**config.mk**
```make
export PLATFORM = sky130hd
export DESIGN_NAME = ast_req_queue_flat
export DESIGN_NICKNAME = d
export VERILOG_FILES = /design/src/rtl/ast_req_queue_pkg.sv /design/src/rtl/ast_req_queue_if.sv /design/src/rtl/ast_rq_mem.sv /design/src/rtl/ast_req_queue.sv /design/src/flat_wrapper.sv
export SDC_FILE = /design/constraint.sdc
export NUM_CORES = 1
export LEC_CHECK = 0
export BUFFER_PORTS_ARGS = -buffer_cell sky130_fd_sc_hd__buf_2
export CAP_MARGIN = 20
export CORE_MARGIN = 5
export CORE_UTILIZATION = 60
export CTS_CLUSTER_DIAMETER = 50
export DETAILED_ROUTE_END_ITERATION = 16
export PLACE_DENSITY = 0.86
export SYNTH_ARGS = -nofsm -noshare
export SYNTH_HDL_FRONTEND = slang
export SYNTH_SLANG_ARGS = --single-unit
```
**constraint.sdc**
```tcl
create_clock -name clk -period 21.3 [get_ports clk]
set_clock_uncertainty 0.2 [all_clocks]
set_input_delay 2.13 -clock clk [delete_from_list [all_inputs] [get_ports clk]]
set_output_delay 2.13 -clock clk [all_outputs]
set_load 0.1 [all_outputs]
```
**src/rtl/ast_req_queue_pkg.sv**
```systemverilog
// rtl/ast_req_queue_pkg.sv - shared constants for the scheduler request queues
package ast_req_queue_pkg;

    localparam int AST_DATA_WIDTH = 132;
    localparam int AST_RQ_DEPTH   = 8;

    function automatic int ptr_width(input int depth);
        return $clog2(depth);
    endfunction

    localparam int AST_RQ_PTR_W = ptr_width(AST_RQ_DEPTH);

endpackage

```
**src/rtl/ast_req_queue_if.sv**
```systemverilog
// rtl/ast_req_queue_if.sv - push side, scheduler leaf side and status of one request queue
interface ast_req_queue_if #(
    parameter int data_width  = 132,
    parameter int count_width = 4
);
    logic                   push_valid;
    logic                   push_ready;
    logic [data_width-1:0]  push_data;
    logic                   req;
    logic [data_width-1:0]  d_OUT;
    logic                   serv;
    logic [count_width-1:0] count;
    logic                   starve;
    logic                   err_spurious;

    modport master (
        output push_valid, push_data, serv,
        input  push_ready, req, d_OUT, count, starve, err_spurious
    );

    modport slave (
        input  push_valid, push_data, serv,
        output push_ready, req, d_OUT, count, starve, err_spurious
    );
endinterface

```
**src/rtl/ast_rq_mem.sv**
```systemverilog
// rtl/ast_rq_mem.sv - queue payload storage, synchronous write, asynchronous read
module ast_rq_mem #(
    parameter int data_width = 132,
    parameter int depth      = 8,
    parameter int addr_width = 3
) (
    input  logic                  clk,
    input  logic                  we,
    input  logic [addr_width-1:0] waddr,
    input  logic [data_width-1:0] wdata,
    input  logic [addr_width-1:0] raddr,
    output logic [data_width-1:0] rdata
);
    logic [data_width-1:0] mem [depth];

    always_ff @(posedge clk) begin
        if (we) begin
            mem[waddr] <= wdata;
        end
    end

    assign rdata = mem[raddr];
endmodule

```
**src/rtl/ast_req_queue.sv**
```systemverilog
// rtl/ast_req_queue.sv - in-order request buffer feeding one scheduler leaf, with starvation tracking
module ast_req_queue
    import ast_req_queue_pkg::*;
#(
    parameter int data_width   = AST_DATA_WIDTH,
    parameter int depth        = 8,
    parameter int starve_limit = 64,
    parameter int cnt_width    = 7
) (
    input logic           clk,
    input logic           rst,
    ast_req_queue_if.slave q
);
    localparam int pw = ptr_width(depth);
    localparam int cw = pw + 1;

    logic [pw-1:0]        rd_ptr;
    logic [pw-1:0]        wr_ptr;
    logic [cw-1:0]        occ;
    logic [cnt_width-1:0] wait_cnt;
    logic                 err_q;
    logic                 push;
    logic                 pop;

    assign q.push_ready   = occ != cw'(depth);
    assign q.req          = occ != '0;
    assign q.count        = occ;
    assign q.starve       = wait_cnt == cnt_width'(starve_limit);
    assign q.err_spurious = err_q;

    assign push = q.push_valid && q.push_ready;
    assign pop  = q.serv && q.req;

    // depth is a power of two, so the pointers wrap by plain overflow
    always_ff @(posedge clk) begin
        if (rst) begin
            rd_ptr   <= '0;
            wr_ptr   <= '0;
            occ      <= '0;
            wait_cnt <= '0;
            err_q    <= 1'b0;
        end else begin
            if (push) begin
                wr_ptr <= wr_ptr + 1'b1;
            end
            if (pop) begin
                rd_ptr <= rd_ptr + 1'b1;
            end
            if (push && !pop) begin
                occ <= occ + 1'b1;
            end else if (pop && !push) begin
                occ <= occ - 1'b1;
            end
            if (!q.req || pop) begin
                wait_cnt <= '0;
            end else if (wait_cnt != cnt_width'(starve_limit)) begin
                wait_cnt <= wait_cnt + 1'b1;
            end
            if (q.serv && !q.req) begin
                err_q <= 1'b1;
            end
        end
    end

    ast_rq_mem #(
        .data_width (data_width),
        .depth      (depth),
        .addr_width (pw)
    ) u_mem (
        .clk   (clk),
        .we    (push && !rst),
        .waddr (wr_ptr),
        .wdata (q.push_data),
        .raddr (rd_ptr),
        .rdata (q.d_OUT)
    );
endmodule

```
**src/flat_wrapper.sv**
```systemverilog
// flat-port wrapper written by rule: the top's interface ports become plain ports
module ast_req_queue_flat import ast_req_queue_pkg::*;
#(
    parameter int data_width   = AST_DATA_WIDTH,
    parameter int depth        = 8,
    parameter int starve_limit = 64,
    parameter int cnt_width    = 7
)
  (clk, rst, q_push_valid, q_push_data, q_serv, q_push_ready, q_req, q_d_OUT, q_count, q_starve, q_err_spurious);
  ast_req_queue_if #(.data_width(data_width), .count_width(4)) q_i ();
  input logic clk;
  input logic rst;
  input wire logic [$bits(q_i.push_valid)-1:0] q_push_valid;
  input wire logic [$bits(q_i.push_data)-1:0] q_push_data;
  input wire logic [$bits(q_i.serv)-1:0] q_serv;
  output wire logic [$bits(q_i.push_ready)-1:0] q_push_ready;
  output wire logic [$bits(q_i.req)-1:0] q_req;
  output wire logic [$bits(q_i.d_OUT)-1:0] q_d_OUT;
  output wire logic [$bits(q_i.count)-1:0] q_count;
  output wire logic [$bits(q_i.starve)-1:0] q_starve;
  output wire logic [$bits(q_i.err_spurious)-1:0] q_err_spurious;
  assign q_i.push_valid = q_push_valid;
  assign q_i.push_data = q_push_data;
  assign q_i.serv = q_serv;
  assign q_push_ready = q_i.push_ready;
  assign q_req = q_i.req;
  assign q_d_OUT = q_i.d_OUT;
  assign q_count = q_i.count;
  assign q_starve = q_i.starve;
  assign q_err_spurious = q_i.err_spurious;
  ast_req_queue #(.data_width(data_width), .depth(depth), .starve_limit(starve_limit), .cnt_width(cnt_width)) u_core (.clk(clk), .rst(rst), .q(q_i));
endmodule
```
==> summary.md <==
| Metric | Value |
|---|---|
| Count of cell types in the netlist | `34` |
| Arrival time worst endpoint | `between 4 and 5 ns` |
| RSZ-0062 raised after global routing | `false` |
| Asr flop ratio synth | `0%` |
| Non-Filler Instances | `between 2000 and 3000` |
| Starting Density | `60.3%` |
| Post-CTS Resized | `0` |
| Int Power | `3.94 mW` |
| DIE HEIGHT | `roughly 270 um` |
| WL final | `81100 um` |
| CTS Hold Bufs | `0` |
| Clock buffer depth | `3` |
| Total grt overflow | `0` |
| CTS Buf Count | `approximately 110` |
| Top delay family on crit path | `buffers and inverters` |
| Pin count of the biggest net entering global routing | `129` |
| Seq. cell area | `around 32000 um2` |
| Worst-skew pair later-pin latency | `around 0.65 ns` |
| Sw Share | `around a third` |
| Post-DR wirelength/cell | `approximately 27 um` |
| CTS tree | `done` |
| Critical Path RT | `around 19 ns` |
| # H-tree levels | `3` |
| Period utilisation layout | `32.2%` |
| PwrDens | `128 nW/um2` |
| Synth Warn # | `0` |
| Die width | `272 um` |
| Area growth syn-to-layout | `13.8%` |
| Area share of the leading cell type in the synthesized netlist | `between 70% and 80%` |
| Crit start category | `register` |
| Part of the power in the clock network | `between 20 and 30%` |
| CP max FO | `52` |
| Total I/O pin count | `between 200 and 300` |
| Status | `completed` |
| Area of the die | `about 74000 um2` |
| Hold WC Path Type | `register to register` |
| Most frequent cell on the critical path | `buf_4` |
| Synth area leader | `edfxtp_1` |
| 1st-pass router iterations | `5` |
| Ranking of synthesized cells by area | `edfxtp_1 77%, mux4_1 8.0%, mux4_2 7.6%, mux2_2 3.6%, dfxtp_1 1.0%` |
| Most common library cells after synthesis | `1056 x edfxtp_1, 139 x mux4_2, 133 x mux2_2, 125 x mux4_1, 26 x clkbuf_1` |
| Crit path max-delay cell type | `buf_4` |
| FP Rows | `96` |
| Buf+Inv Stages, Crit Path | `3` |
| Max Cap Viol | `0` |
| Tmin final | `6.86 ns` |
| DRC viols | `0` |
| Ys flop type | `edfxtp_1` |
| Post-Synthesis Cell Area | `approximately 40000 um2` |
| Combinational share of power | `between 20% and 30%` |
| First-pass GRT wire length | `approximately 120000 um` |
| Fraction of layout cells with a size suffix above 1 | `between 30% and 40%` |
| Initial DRC count | `1741` |
| Placed inst area | `between 40000 and 50000 um2` |
| Worst-path cell chain | `buf_4 > buf_4 > mux4_1 > mux2_2 > buf_2` |
| Yosys reg bits | `between 1000 and 1500` |
| VDD IR-drop max | `between 0.0002 and 0.00025 V` |
| Tot GR Track Use | `21.9%` |
| Finished layout cell area | `approximately 47000 um2` |
| Crit. End Element | `output pin` |
| # fillers | `roughly 3900` |
| Nets | `~2100` |
| Initial antenna violation count | `23` |
| Flop pwr share | `40.6%` |
| # port buffers | `275` |
| Core area | `between 60000 and 70000 um2` |
| Most frequent cell after synthesis | `edfxtp_1` |
| Total number of vias | `between 15000 and 20000` |
| Synth Net Count | `around 1800` |
| Count of final hold-check violations | `0` |
| WHS | `approximately 0.29 ns` |
| Crit-path max cell delay | `approximately 0.86 ns` |
| Vias in the first global route | `about 20000` |
| Multi-input gate area | `around 8500 um2` |
| Slew HR | `~28%` |
| Count of flip-flops with a built-in enable after synthesis | `1056` |
| Slew @ Worst Pin | `1.08 ns` |
| Kind of critical path | `register to output pin` |
| Fmax | `between 0.1 and 0.15 GHz` |
| Root Buffer | `clkbuf_16` |
| Post-Syn Area per Cell | `25.1 um2` |
| Sequential fraction of the synthesis area | `78.0%` |
| Cells after DPL | `~2700` |
| Lkg Pwr | `15.2 nW` |
| Overall Power | `between 6 and 7 mW` |
| Final HPWL DP | `around 43000 um` |
| Antenna-violating nets left | `0` |
| NetSw | `2.08 mW` |
| Fin Setup TNS | `0 ns` |
| Vias per inst | `around 6.2` |
| Clock tree sinks | `around 1100` |
| Final setup vio count | `0` |
| Max-slew violations | `0` |
| Setup bufs post-CTS | `0` |
| Clock slew seen by the registers of the worst setup and hold paths | `around 0.060 ns` |
| Mapped Cells | `roughly 1600` |
| GP Congestion | `0.749` |
==> through the flow <==
step	utilization, %	setup slack [ns]
2_1_floorplan	-	5.23
3_3_place_gp	63.5	15.10
3_5_place_dp	63.5	15.03
4_1_cts	68.5	14.32
5_1_grt	68.6	14.13
6_report	68.6	14.44
==> path summary, 6_finish.rpt <==
path / from / to / slack, ns / depth (start not counted)
setup reg to reg: u_core.q.count[0] / u_core.u_mem.mem[2][97] / 17.56 / 6
setup / recovery: register / q_d_OUT[78] / 14.44 / 5
hold reg to reg: u_core.q.err_spurious / u_core.q.err_spurious / 0.29 / 2
hold / removal: u_core.q.err_spurious / u_core.q.err_spurious / 0.29 / 2
==> layer usage <==
layer	share of wire, %	track usage (%)	vias to the layer above
met5	0.13	0	-
met4	2.2	6.64	16
met3	6.6	4.47	134
met2	52	37.4	704
met1	39	29.1	9697
li1	-	-	7811
==> power by group through the flow <==
stage	Clock, mW	Combinational, mW	Sequential [mW]
2_1_floorplan	0	1.54	2.51
3_3_place_gp	0	1.75	2.48
3_5_place_dp	0	1.78	2.49
4_1_cts	1.83	1.79	2.44
5_1_grt	1.93	1.84	2.45
6_report	1.80	1.77	2.44
==> flip-flops by register name, summed over array words and instances, names as in the netlist, named ones only <==
name and flops:
u_core.wr_ptr 3, u_core.wait_cnt 7, u_core.q.count 4, u_core.q.err_spurious 1, u_core.rd_ptr 3, u_core.u_mem.mem 1056
==> cell usage in the layout (no fill, tap or decap), drive strengths merged, types with 4 or more instances in the layout <==
cell / count
edfxtp: 1056
buf: 308
mux4: 264
clkbuf: 142
mux2: 133
clkinv: 43
nor2: 24
dfxtp: 21
diode: 16
inv: 8
ha: 7
a21oi: 6
bufinv: 6
nand2: 5
nand3: 5
xor2: 5
xnor2: 5
nand2b: 4
==> logic make-up (layout without fill, tap and decap cells) <==
| kind of cell | count (synthesis) | count (layout) | synth area share (%) |
|---|---|---|---|
| buf+inv | 83 | 510 | 1.51 |
| xor+xnor | 10 | 10 | 0.213 |
| compound gates | 9 | 9 | 0.128 |
| mux | 400 | 400 | 19.3 |
| flops | 1077 | 1077 | 78.0 |
| fa+ha+maj | 8 | 8 | 0.261 |
| other cells | 0 | 16 | 0 |
| simple gates | 51 | 51 | 0.607 |
==> final cells by class <==
type	count	share of cell area, %
sequential	1077	68.5
antenna	16	0.0854
clock inverter	55	1.10
clock buffer	142	6.21
timing repair buffer	308	3.56
multi-input combinational	478	18.1
inverter	5	0.0400
tap	882	2.35
==> worst register-to-register path, stage by stage, from the launching register on <==
cell,delay [ns]
dfxtp_1,0.46
or4b_4,0.19
and2_1,0.32
nand2b_1,0.31
nor2_4,0.65
buf_4,0.42
buf_4,0.73
No activity file was read; power rests on OpenSTA's default activity.
